**config.mk**
```make
export PLATFORM = sky130hd
export DESIGN_NAME = uart_rx_os16
export DESIGN_NICKNAME = d
export VERILOG_FILES = /design/src/rtl/uart_rx_os16.sv
export SDC_FILE = /design/constraint.sdc
export NUM_CORES = 1
export LEC_CHECK = 0
export ABC_CLOCK_PERIOD_IN_PS = 2200
export CAP_MARGIN = 20
export CORE_MARGIN = 2
export CORE_UTILIZATION = 52
export CTS_CLUSTER_SIZE = 16
export DETAILED_ROUTE_END_ITERATION = 8
export PLACE_DENSITY = 0.86
export RECOVER_POWER = 50
export SLEW_MARGIN = 5
export SYNTH_ARGS = -nofsm -noshare
export SYNTH_HDL_FRONTEND = slang
export SYNTH_SLANG_ARGS = --single-unit
```
**constraint.sdc**
```tcl
create_clock -name clk -period 2.2 [get_ports clk]
set_input_delay 0.55 -clock clk [delete_from_list [all_inputs] [get_ports clk]]
set_output_delay 0.55 -clock clk [all_outputs]
set_load 0.05 [all_outputs]
```
**src/rtl/uart_rx_os16.sv**
```systemverilog
// 16x-oversampled 8N1 UART receiver with majority-vote sampling,
// false-start rejection, framing-error and break detection.
module uart_rx_os16 #(
  parameter int clk_freq  = 50000000,
  parameter int baud_rate = 19200,
  parameter int OS_RATE   = 16,
  parameter int TICK_DIV  = clk_freq / (baud_rate * OS_RATE)
) (
  input  logic       clk,
  input  logic       rst,
  input  logic       rx,
  output logic [7:0] rx_data_out,
  output logic       rx_valid,
  output logic       frame_err,
  output logic       break_det,
  output logic       rx_busy
);

  localparam int TW = (TICK_DIV > 1) ? $clog2(TICK_DIV) : 1;

  typedef enum logic [2:0] {
    IDLE,
    START,
    DATA,
    STOP,
    BRK
  } state_t;

  state_t        state;
  logic          rx_m;
  logic          rx_s;
  logic          rx_d;
  logic [TW-1:0] tick_cnt;
  logic [3:0]    sub_cnt;
  logic [2:0]    bit_cnt;
  logic [7:0]    shreg;
  logic [1:0]    smp;
  logic          tick;
  logic          maj;

  assign tick = (state != IDLE) &&
                (tick_cnt == TW'(TICK_DIV - 1));

  // third vote is the live sample taken on the sub_cnt 9 tick
  assign maj = (smp[0] & smp[1]) |
               (smp[0] & rx_s) |
               (smp[1] & rx_s);

  always_ff @(posedge clk) begin
    if (rst) begin
      state       <= IDLE;
      rx_m        <= 1'b1;
      rx_s        <= 1'b1;
      rx_d        <= 1'b1;
      tick_cnt    <= '0;
      sub_cnt     <= '0;
      bit_cnt     <= '0;
      shreg       <= '0;
      smp         <= '0;
      rx_data_out <= '0;
      rx_valid    <= 1'b0;
      frame_err   <= 1'b0;
      break_det   <= 1'b0;
      rx_busy     <= 1'b0;
    end else begin
      rx_m      <= rx;
      rx_s      <= rx_m;
      rx_d      <= rx_s;
      rx_valid  <= 1'b0;
      frame_err <= 1'b0;

      if (state != IDLE)
        tick_cnt <= tick ? '0 : tick_cnt + 1'b1;

      if (tick) begin
        sub_cnt <= sub_cnt + 4'd1;
        if (sub_cnt == 4'd7) smp[0] <= rx_s;
        if (sub_cnt == 4'd8) smp[1] <= rx_s;
      end

      unique case (state)
        IDLE: begin
          if (rx_d && !rx_s) begin
            state    <= START;
            tick_cnt <= '0;
            sub_cnt  <= '0;
            rx_busy  <= 1'b1;
          end
        end
        START: begin
          if (tick && sub_cnt == 4'd9 && maj) begin
            state   <= IDLE;
            rx_busy <= 1'b0;
          end else if (tick && sub_cnt == 4'd15) begin
            state   <= DATA;
            bit_cnt <= '0;
          end
        end
        DATA: begin
          if (tick) begin
            if (sub_cnt == 4'd9)
              shreg <= {maj, shreg[7:1]};
            if (sub_cnt == 4'd15) begin
              if (bit_cnt == 3'd7)
                state <= STOP;
              else
                bit_cnt <= bit_cnt + 3'd1;
            end
          end
        end
        STOP: begin
          if (tick && sub_cnt == 4'd9) begin
            if (maj) begin
              rx_data_out <= shreg;
              rx_valid    <= 1'b1;
              state       <= IDLE;
              rx_busy     <= 1'b0;
            end else begin
              frame_err <= 1'b1;
              break_det <= ~rx_s;
              state     <= BRK;
            end
          end
        end
        BRK: begin
          if (rx_s) begin
            break_det <= 1'b0;
            state     <= IDLE;
            rx_busy   <= 1'b0;
          end else begin
            break_det <= 1'b1;
          end
        end
        default: begin
          state   <= IDLE;
          rx_busy <= 1'b0;
        end
      endcase
    end
  end

endmodule

```
==> results of run 1 <==
-- cells in the final DEF, fill, tap and decap left out, drive strengths merged, types with 3 or more instances in the layout --
cell type      Yosys  routed
dfxtp             43      43
nor2              29      29
mux2i             21      21
buf                3      13
a21oi             10      10
nand2              9       9
nand2b             9       9
clkdlybuf4s50      0       9
ha                 7       7
clkbuf             7       7
nor4               6       6
inv                5       5
nand4b             5       5
a311oi             5       5
dlygate4sd3        0       5
nor3               5       5
nand4              4       4
or2                4       4
o21ai              4       4
nor2b              3       3
or3                3       3
xor2               3       3
and2               3       3
-- metrics by stage --
step                utilization (%)  setup slack (ns)  cell area, um^2  hold WS (ns)  total power (W)
detailed placement             61.7             0.140             2290         0.394          0.00119
finish                         63.8             0.131             2370         0.412          0.00166
CTS                            64.0             0.133             2380         0.412          0.00166
global placement               61.7             0.174             2290         0.393          0.00119
global route                   63.8            0.0296             2370         0.440          0.00174
floorplan                         -             0.125             2030         0.389          0.00109
-- logic make-up (layout without fill, tap and decap cells) --
kind of cell	Yosys count	after routing	synth area share [%]
xor+xnor	3	3	1.29
simple gates	88	88	24.9
buf+inv	15	41	3.26
fa+ha+maj	8	8	4.80
flops	43	43	42.3
mux	23	23	11.6
compound gates	34	34	11.8
-- layout make-up --
cell class                 instances  area share [%]
clock buffer                       6            3.06
clock inverter                     2           0.527
inverter                           5           0.791
multi-input combinational        156            46.6
sequential                        43            36.3
tap                               48            2.53
timing repair buffer              28            10.2
-- how the worst max path moves through the flow --
stage                                 startpoint  slack, ns  cells past startpoint               endpoint
after floorplan           tick_cnt[4]$_SDFF_PP0_       0.13                      6  state[0]$_SDFFE_PP0P_
after global placement    tick_cnt[2]$_SDFF_PP0_       0.17                      5  state[0]$_SDFFE_PP0P_
after detailed placement  tick_cnt[2]$_SDFF_PP0_       0.14                      5  state[0]$_SDFFE_PP0P_
after CTS                 tick_cnt[2]$_SDFF_PP0_       0.13                      5  state[0]$_SDFFE_PP0P_
after global routing       sub_cnt[0]$_SDFF_PP0_       0.03                      6  shreg[2]$_SDFFE_PP0P_
final                     tick_cnt[2]$_SDFF_PP0_       0.13                      5  state[0]$_SDFFE_PP0P_
-- state kept, by name, summed over array words and instances, names as in the netlist, 2 cells and up --
signal / count
rx_data_out: 8
state: 3
tick_cnt: 8
smp: 2
sub_cnt: 4
shreg: 8
bit_cnt: 3
-- layer usage --
| metal | wire, um | part of all wire (%) |
|---|---|---|
| met1 | 1940 | 50 |
| met2 | 1780 | 46 |
| met3 | 110 | 2.8 |
| met4 | 75 | 1.9 |
| met5 | 0 | 0 |
-- power by group through the flow --
stage,Clock (W),Sequential (W),Combinational (W)
final,0.000483,0.000824,0.000349
after global routing,0.000529,0.000830,0.000386
after global placement,0,0.000841,0.000344
after CTS,0.000492,0.000824,0.000346
after floorplan,0,0.000845,0.000244
after detailed placement,0,0.000842,0.000345
==> results.yml, run 1 <==
timing:
  maxSlewHeadroom_pct: 46.4
  final-hold-violation-count: 0
  final_max_slew_viol_count: 0
  fin_crit_ns: 2.07
  clock-skew-final_ns: 0.00848
  worst_slew_pin_slew_ns: 0.798
  setup-tns-final_ns: 0
  final_min_period_over_clock_period_pct: 94.0
  max_clock_freq_mhz: 483
  setup_viol_count_final: 0
  setup_repair_after_global_routing_missed_its_margin: "false"
synth:
  synth_top_cells_by_area: "sky130_fd_sc_hd__dfxtp_1 (42%), sky130_fd_sc_hd__mux2i_1 (10%), sky130_fd_sc_hd__nor2_1 (5.4%)"
  ys_seq_area_share_pct: 42.3
  syn_area_mm2: 0.00203
  mapped_nets: 224
  post_synth.cell_area_avg_um2: 9.51
  synth.yosys.warnings: 0
  post_synth_inst_count: 214
  ys_ff_latch: 43
  post-synth-top-area-fraction_pct: 42.3
  synth.cells.most_frequent: "sky130_fd_sc_hd__dfxtp_1 (43), sky130_fd_sc_hd__nor2_1 (29), sky130_fd_sc_hd__mux2i_1 (21)"
  synth.largest_area_cell: "sky130_fd_sc_hd__dfxtp_1"
  synth_most_common_cell: "sky130_fd_sc_hd__dfxtp_1"
  postSynth.asyncResetShare_pct: 0
  postSynth.topFlopCell: "sky130_fd_sc_hd__dfxtp_1"
  netlist-cell-type-count: 47
  number_of_enable_type_register_cells_in_the_synthesized_netlist: 0
clock_tree:
  tritoncts: "built"
  cts_buffers: 5
  clock_latency_on_the_worst_skew_pair_ns: 0.30
  clockBufferDepth: 2
  postcts_resize_cnt: 0
  cts-htree-levels: 2
  post_cts.repair.setup_buffers: 0
  post_cts_hold_buffer_count: 0
  cts.clk_slew.worst_paths_ns: 0.08
  clk_root_buffer_cell: "sky130_fd_sc_hd__clkbuf_8"
  cts_num_sinks: 43
pwr:
  irDropWorstVdd_mv: 0.344
  clockPowerShare_pct: 29.2
  internal_power_w: 0.00118
  cell_pwr_density_mw_per_mm2: 698
  total_leakage_power_nw: 1.01
  switching_fraction_pct: 28.8
  share_comb_of_total_power_pct: 21.1
  switchingPower_w: 0.000476
  power.share.sequential_pct: 49.7
critical_path:
  timing.critical_path.buf_inv: 0
  r2r.worst_path.cells: 5
  crit-reg2reg-capture: "state[0]$_SDFFE_PP0P_"
  ff2ff_setup_slack_ns: 0.13
  required_time_of_the_critical_path_ns: 2.39
  critPathMaxStageDelay_ns: 0.56
  regToRegStartpoint: "tick_cnt[2]$_SDFF_PP0_"
  critical_path.endpoint_type: "flip-flop"
  critical_path_arrival_ns: 2.26
  critPathKind: "reg -> reg"
  crit_path_top_delay_cell: "sky130_fd_sc_hd__or4_4"
  worstSetupStartpointType: "flip-flop"
  path_delay_family: "simple AND/OR/NAND/NOR gates"
  crit_path_max_fanout: 6
  cp_cell_sequence: "or4_4 > nor4_2 > a21oi_1 > nor4_4 > mux2_4"
die:
  placement_rows: 22
  io-pin-count: 15
  core_area_mm2: 0.00372
  overall_die_height_um: 66.6
  die_area_mm2: 0.00443
  die-width_um: 66.6
  initial_core_util_pct: 54.7
placed_design:
  place.detailed.hpwl_um: 2870
  numPortBuffers: 14
  gp_congestion: 0.851
  post-place-cells: 280
cells_and_area:
  fill_cells: 305
  layout.nets: 249
  multi_input_area_mm2: 0.00111
  regArea_um2: 861
  post_layout_nonfiller_instances: 288
  final_layout_size_suffix_gt1_share_pct: 13.8
  antennaDiodeCount: 0
  area_added_between_synthesis_and_finish_pct: 16.6
global_routing:
  grt_antenna_before_repair: 0
  groute.layer.met1.usage_pct: 27.7
  gr-max-usage-layer: "met2"
  groute.layer.met2.usage_pct: 30.0
  grt_pass1_wl_um: 6810
  remaining_global_route_overflow: 0
  grt_overall_usage_pct: 20.1
  globalRouteMet3Util_pct: 4.56
  first_global_vias: 1513
  grt_start_max_net_pins: 14
drt:
  antenna_violating_nets_post_route: 0
  wire_per_inst_um: 13.6
  routed-via-count: 1627
  totalWireLength_um: 3900
  initialDrtViolationCount: 115
  drc_errors: 0
  drtPass1Iterations: 4
  post_drt_via_cell_ratio: 5.65
hold_path:
  hold_path.class: "reg -> reg"
  worst_hold_path.endpoint: "rx_s$_SDFF_PP1_"
  hold_path.startpoint: "rx_m$_SDFF_PP1_"
  hold_path_depth: 1
status:
  status: "complete, no violations"
job:
  max_cap_violations: 0
Power figures use the tool's default switching activity.
==> inputs of run 2 (changes only) <==
--- a/config.mk
+++ b/config.mk
@@ -11,8 +11,10 @@
 export CORE_UTILIZATION = 52
 export CTS_CLUSTER_SIZE = 16
 export DETAILED_ROUTE_END_ITERATION = 8
+export GPL_ROUTABILITY_DRIVEN = 0
 export PLACE_DENSITY = 0.86
 export RECOVER_POWER = 50
+export SKIP_LAST_GASP = 1
 export SLEW_MARGIN = 5
 export SYNTH_ARGS = -nofsm -noshare
 export SYNTH_HDL_FRONTEND = slang
==> results of run 2 <==
Final layout, timing and power as in run 1 (identical DEF).
